**src/rtl/mem_arbiter_if.sv**
```systemverilog
// picorv32-style native memory port. The master side issues requests and
// receives ready/rdata; the slave side answers them.
interface mem_arbiter_if;
  logic        mem_valid;
  logic        mem_instr;
  logic [31:0] mem_addr;
  logic [31:0] mem_wdata;
  logic [3:0]  mem_wstrb;
  logic        mem_ready;
  logic [31:0] mem_rdata;

  modport master (
    output mem_valid, mem_instr, mem_addr, mem_wdata, mem_wstrb,
    input  mem_ready, mem_rdata
  );
  modport slave (
    input  mem_valid, mem_instr, mem_addr, mem_wdata, mem_wstrb,
    output mem_ready, mem_rdata
  );
endinterface

```
**src/rtl/mem_arbiter.sv**
```systemverilog
// Two-requester round-robin arbiter onto one native memory port, one transaction in flight.
// Optional MEM_ARB_TIMEOUT_EN adds a BUSY watchdog and the sticky timeout_err output.
module mem_arbiter #(
  parameter int unsigned TIMEOUT_CYCLES = 255
) (
  input  logic          clk,
  input  logic          reset,
  mem_arbiter_if.slave  m0,
  mem_arbiter_if.slave  m1,
  mem_arbiter_if.master s,
  output logic          grant_owner
`ifdef MEM_ARB_TIMEOUT_EN
  ,
  output logic          timeout_err
`endif
);

  if (TIMEOUT_CYCLES < 1 || TIMEOUT_CYCLES > 65535) begin : g_bad_timeout
    $error("mem_arbiter: TIMEOUT_CYCLES out of range 1..65535");
  end

  typedef enum logic {IDLE, BUSY} state_t;

  state_t state, state_nxt;
  logic   rr_next;
  logic   grant, pick;
  logic   done, tmo;

  // Contention goes to rr_next; otherwise whoever is asking.
  assign grant = m0.mem_valid | m1.mem_valid;
  assign pick  = (m0.mem_valid && m1.mem_valid) ? rr_next : m1.mem_valid;
  assign done  = (state == BUSY) && (s.mem_ready || tmo);

  always_ff @(posedge clk) begin
    if (!reset) state <= IDLE;
    else        state <= state_nxt;
  end

  always_comb begin
    state_nxt = state;
    case (state)
      IDLE:    if (grant) state_nxt = BUSY;
      BUSY:    if (done)  state_nxt = IDLE;
      default: state_nxt = IDLE;
    endcase
  end

  // Request fields are captured at grant and then frozen until completion.
  always_ff @(posedge clk) begin
    if (!reset) begin
      s.mem_valid <= 1'b0;
      s.mem_instr <= 1'b0;
      s.mem_addr  <= 32'h0;
      s.mem_wdata <= 32'h0;
      s.mem_wstrb <= 4'h0;
      grant_owner <= 1'b0;
      rr_next     <= 1'b0;
    end else if (state == IDLE && grant) begin
      s.mem_valid <= 1'b1;
      s.mem_instr <= pick ? m1.mem_instr : m0.mem_instr;
      s.mem_addr  <= pick ? m1.mem_addr  : m0.mem_addr;
      s.mem_wdata <= pick ? m1.mem_wdata : m0.mem_wdata;
      s.mem_wstrb <= pick ? m1.mem_wstrb : m0.mem_wstrb;
      grant_owner <= pick;
    end else if (done) begin
      s.mem_valid <= 1'b0;
      s.mem_wstrb <= 4'h0;
      rr_next     <= ~grant_owner;
    end
  end

`ifdef MEM_ARB_TIMEOUT_EN
  localparam logic [15:0] TMO_LAST = 16'(TIMEOUT_CYCLES - 1);
  logic [15:0] tmo_cnt;

  // Fires on the TIMEOUT_CYCLES-th BUSY cycle; a real ready that cycle wins.
  assign tmo = (state == BUSY) && !s.mem_ready && (tmo_cnt == TMO_LAST);

  always_ff @(posedge clk) begin
    if (!reset) begin
      tmo_cnt     <= 16'h0;
      timeout_err <= 1'b0;
    end else begin
      if (state == IDLE && grant)  tmo_cnt <= 16'h0;
      else if (state == BUSY && !done) tmo_cnt <= tmo_cnt + 16'h1;
      if (tmo) timeout_err <= 1'b1;
    end
  end
`else
  assign tmo = 1'b0;
`endif

  // Ready is suppressed during reset so an abandoned transaction never completes.
  assign m0.mem_ready = reset && done && !grant_owner;
  assign m1.mem_ready = reset && done &&  grant_owner;
  assign m0.mem_rdata = (tmo && !grant_owner) ? 32'h0 : s.mem_rdata;
  assign m1.mem_rdata = (tmo &&  grant_owner) ? 32'h0 : s.mem_rdata;

endmodule

```
**src/flat_wrapper.sv**
```systemverilog
// flat-port wrapper written by rule: the top's interface ports become plain ports
module mem_arbiter_flat 
#(
  parameter int unsigned TIMEOUT_CYCLES = 255
)
  (clk, reset, grant_owner, m0_mem_valid, m0_mem_instr, m0_mem_addr, m0_mem_wdata, m0_mem_wstrb, m0_mem_ready, m0_mem_rdata, m1_mem_valid, m1_mem_instr, m1_mem_addr, m1_mem_wdata, m1_mem_wstrb, m1_mem_ready, m1_mem_rdata, s_mem_valid, s_mem_instr, s_mem_addr, s_mem_wdata, s_mem_wstrb, s_mem_ready, s_mem_rdata);
  mem_arbiter_if m0_i ();
  mem_arbiter_if m1_i ();
  mem_arbiter_if s_i ();
  input  logic clk;
  input  logic reset;
  output logic grant_owner;
  input wire logic [$bits(m0_i.mem_valid)-1:0] m0_mem_valid;
  input wire logic [$bits(m0_i.mem_instr)-1:0] m0_mem_instr;
  input wire logic [$bits(m0_i.mem_addr)-1:0] m0_mem_addr;
  input wire logic [$bits(m0_i.mem_wdata)-1:0] m0_mem_wdata;
  input wire logic [$bits(m0_i.mem_wstrb)-1:0] m0_mem_wstrb;
  output wire logic [$bits(m0_i.mem_ready)-1:0] m0_mem_ready;
  output wire logic [$bits(m0_i.mem_rdata)-1:0] m0_mem_rdata;
  input wire logic [$bits(m1_i.mem_valid)-1:0] m1_mem_valid;
  input wire logic [$bits(m1_i.mem_instr)-1:0] m1_mem_instr;
  input wire logic [$bits(m1_i.mem_addr)-1:0] m1_mem_addr;
  input wire logic [$bits(m1_i.mem_wdata)-1:0] m1_mem_wdata;
  input wire logic [$bits(m1_i.mem_wstrb)-1:0] m1_mem_wstrb;
  output wire logic [$bits(m1_i.mem_ready)-1:0] m1_mem_ready;
  output wire logic [$bits(m1_i.mem_rdata)-1:0] m1_mem_rdata;
  output wire logic [$bits(s_i.mem_valid)-1:0] s_mem_valid;
  output wire logic [$bits(s_i.mem_instr)-1:0] s_mem_instr;
  output wire logic [$bits(s_i.mem_addr)-1:0] s_mem_addr;
  output wire logic [$bits(s_i.mem_wdata)-1:0] s_mem_wdata;
  output wire logic [$bits(s_i.mem_wstrb)-1:0] s_mem_wstrb;
  input wire logic [$bits(s_i.mem_ready)-1:0] s_mem_ready;
  input wire logic [$bits(s_i.mem_rdata)-1:0] s_mem_rdata;
  assign m0_i.mem_valid = m0_mem_valid;
  assign m0_i.mem_instr = m0_mem_instr;
  assign m0_i.mem_addr = m0_mem_addr;
  assign m0_i.mem_wdata = m0_mem_wdata;
  assign m0_i.mem_wstrb = m0_mem_wstrb;
  assign m0_mem_ready = m0_i.mem_ready;
  assign m0_mem_rdata = m0_i.mem_rdata;
  assign m1_i.mem_valid = m1_mem_valid;
  assign m1_i.mem_instr = m1_mem_instr;
  assign m1_i.mem_addr = m1_mem_addr;
  assign m1_i.mem_wdata = m1_mem_wdata;
  assign m1_i.mem_wstrb = m1_mem_wstrb;
  assign m1_mem_ready = m1_i.mem_ready;
  assign m1_mem_rdata = m1_i.mem_rdata;
  assign s_mem_valid = s_i.mem_valid;
  assign s_mem_instr = s_i.mem_instr;
  assign s_mem_addr = s_i.mem_addr;
  assign s_mem_wdata = s_i.mem_wdata;
  assign s_mem_wstrb = s_i.mem_wstrb;
  assign s_i.mem_ready = s_mem_ready;
  assign s_i.mem_rdata = s_mem_rdata;
  mem_arbiter #(.TIMEOUT_CYCLES(TIMEOUT_CYCLES)) u_core (.clk(clk), .reset(reset), .m0(m0_i), .m1(m1_i), .s(s_i), .grant_owner(grant_owner));
endmodule
```
**config.mk**
```make
export PLATFORM = sky130hd
export DESIGN_NAME = mem_arbiter_flat
export DESIGN_NICKNAME = d
export VERILOG_FILES = /design/src/rtl/mem_arbiter_if.sv /design/src/rtl/mem_arbiter.sv /design/src/flat_wrapper.sv
export SDC_FILE = /design/constraint.sdc
export NUM_CORES = 1
export LEC_CHECK = 0
export ABC_AREA = 1
export CAP_MARGIN = 40
export CORE_ASPECT_RATIO = 0.6
export CORE_MARGIN = 2
export CORE_UTILIZATION = 35
export CTS_BUF_LIST = sky130_fd_sc_hd__clkbuf_8
export DETAILED_ROUTE_END_ITERATION = 8
export HOLD_SLACK_MARGIN = 0.1
export PLACE_DENSITY = 0.78
export SLEW_MARGIN = 25
export SYNTH_ARGS = -nofsm -noshare
export SYNTH_HDL_FRONTEND = slang
export SYNTH_SLANG_ARGS = --single-unit
```
**constraint.sdc**
```tcl
create_clock -name clk -period 1.7 [get_ports clk]
set_input_delay 0.34 -clock clk [delete_from_list [all_inputs] [get_ports clk]]
set_output_delay 0.34 -clock clk [all_outputs]
set_load 0.1 [all_outputs]
```
==> flow_metrics.tcl <==
set metrics [dict create \
    synth_area_um2 4200 \
    leakagePower_uw 0.00352 \
    drt_wl_total_mm 12.9 \
    hpwl_mm 10.0 \
    crit_family "buffers and inverters" \
    cts_sinks 73 \
    end_kind "output port" \
    status "completed" \
    cts-buffers-inserted 9 \
    tritoncts "yes" \
    cts.hold.buffers_added 0 \
    dp_cells 974 \
    hold_violations 0 \
    setup-tns-final_ns 0 \
    fin_crit_ns 1.65 \
    skew_ns 0.00762 \
    die_y_um 88.9 \
    clockRootBuffer "clkbuf_8" \
    io_buffers 215 \
    start_kind "input pin" \
    synth_most_common_cell "nand2_1" \
    slowest_delay_ns 0.54 \
    drt.antenna.violating_nets 0 \
    synth.cells.most_frequent "nand2_1, nor2_1, nand3_1, inv_1, dfxtp_1" \
    areaGrowthSynthToFinish_pct 68.3 \
    die-area_um2 12900 \
    drive_above_1_share_pct 14.3 \
    path_buf_inv 2 \
    path_max_fanout 3 \
    cts.htree.levels 3 \
    critPathArrivalTime_ns 1.31 \
    boundaryPins 312 \
    synth_cell_type_count 14 \
    hold_path_class "reg -> reg" \
    grt_pass1_vias 4180 \
    syn_avg_cell_area_um2 6.20 \
    ys_warn_count 0 \
    chipWidth_um 145 \
    path_class "in -> out" \
    grt_first_pass_wirelength_mm 20.7 \
    dp_worst_setup_slack_ns -0.0476 \
    crit_chain "clkdlybuf4s50_1, nand3_4, nor2_4, buf_12" \
    grt-ovfl-total 0 \
    start_util_pct 36.6 \
    postCtsSetupBuffers 0 \
    drc 0 \
    fin_cells 990 \
    finish.utilization_pct 61.6 \
    slowest_stage "clkdlybuf4s50_1" \
    synth_area_leaders "dfxtp_1, nand2_1, nor2_1" \
    syn_nets 853 \
    ys_ff_latch 73 \
    layout.nets 1000 \
    wl_per_cell_um 13.0 \
    grt_start_max_net_pins 44 \
    ir_worst_vdd_mv 0.502 \
    synth_area_leader_cell "dfxtp_1" \
    clk_pin_slew_worst_paths_ns 0.08 \
    avgViaCountPerCell 4.40 \
    required_ns 1.36 \
    core-area_um2 11500 \
    synthCells 678 \
    gp_congestion 0.822 \
    rsz0062_at_grt "false" \
    async_reset_ff_share_pct 0 \
    cts.path.max_buffers 2 \
    synth_edf_count 0 \
    finalPower_uw 6600 \
    fmax_ghz 0.605 \
    grt_use_total_pct 20.1 \
    first_iter_violations 243 \
    synth_ff_type "dfxtp_1" \
    min_period_over_period_pct 97.3 \
    clk_latency_ns 0.34 \
    setup_viol_count_final 0 \
    diodes 0 \
    slew_viol_final 0 \
    num_rows 30 \
    tightest_slew_ns 0.223 \
    vias 4352 \
    power_density_nw_per_um2 933 \
    firstDrtPassIters 5 \
    yosys.area.top_type_share_pct 34.8 \
    max_cap_violations 0 \
    yosysSeqAreaShare_pct 34.8 \
    antenna_found_initial 0 \
    layout_setup_ws_ns 0.0458 \
    slew_headroom_pct 85.1 \
]
==> cells in the final DEF (no fill, tap or decap), types with 6 or more instances in the layout <==
master           Yosys  final
nand3_1             78     77
inv_1               76     77
buf_12               0     81
nor2_1             135    133
clkbuf_8             0     10
a21oi_1              6      6
buf_4               67     13
nand2_1            203    203
clkdlybuf4s50_1      0    142
dfxtp_1             73     72
==> through the flow <==
stage	area, µm²	hold WS (ns)
6_report	7070	0.508
5_1_grt	7070	0.539
4_1_cts	7070	0.509
3_5_place_dp	6840	0.497
3_3_place_gp	6840	0.492
2_1_floorplan	4220	0.466
==> registers in the layout (all words and copies together) (netlist names) <==
register	count
u_core.s.mem_addr	32
u_core.rr_next	1
u_core.s.mem_wdata	32
u_core.state	1
u_core.s.mem_wstrb	4
u_core.s.mem_valid	1
u_core.grant_owner	1
u_core.s.mem_instr	1
==> logic make-up after synthesis <==
family                 count (synthesis)  share of synthesized area, %
buffers and inverters                179                          24.2
AND/OR/NAND/NOR                      418                          39.8
flip-flops                            73                          34.8
AO/OA/AOI/OAI                          8                          1.25
==> worst min-delay path, stage by stage, from the launching register on <==
cell and delay, ns:
dfxtp_1 0.30, inv_1 0.08, o22ai_1 0.08
==> cell type report <==
cell class              instances  area [µm²]
clock buffers                  10         138
repair buffers                236        3140
fillers                      1005        4410
inverters                      79         299
flip-flops and latches         73        1460
well taps                     160         200
clock inverters                 6        82.6
multi-input cells             426        1750
==> final timing paths <==
path / cells after the start / startpoint / endpoint / slack (ns)
worst max-delay path: 4 / reset / m1_mem_ready / 0.05
worst min register to register: 2 / u_core.rr_next / u_core.rr_next / 0.51
worst min-delay path: 2 / u_core.rr_next / u_core.rr_next / 0.51
worst max register to register: 8 / u_core.state / u_core.s.mem_addr[29] / 0.43
==> report_power, final <==
group          switching, µW  total (µW)  internal [µW]
Combinational           1820        3020           1200
Clock                    657        1520            860
Sequential               180        2060           1880
==> repair_timing <==
item,4_1_cts,5_1_grt
setup endpoints to repair,2,2
cloned,0,0
gates resized for setup,1,1
==> routing by layer <==
metal	track usage, %	share of wire [%]	vias to the layer above
met1	25.0	44	1875
met5	2.50	0.34	-
met4	3.12	0.19	2
li1	-	-	2248
met2	31.1	42	221
met3	11.2	13	6
(Power assumes the default switching activity.)
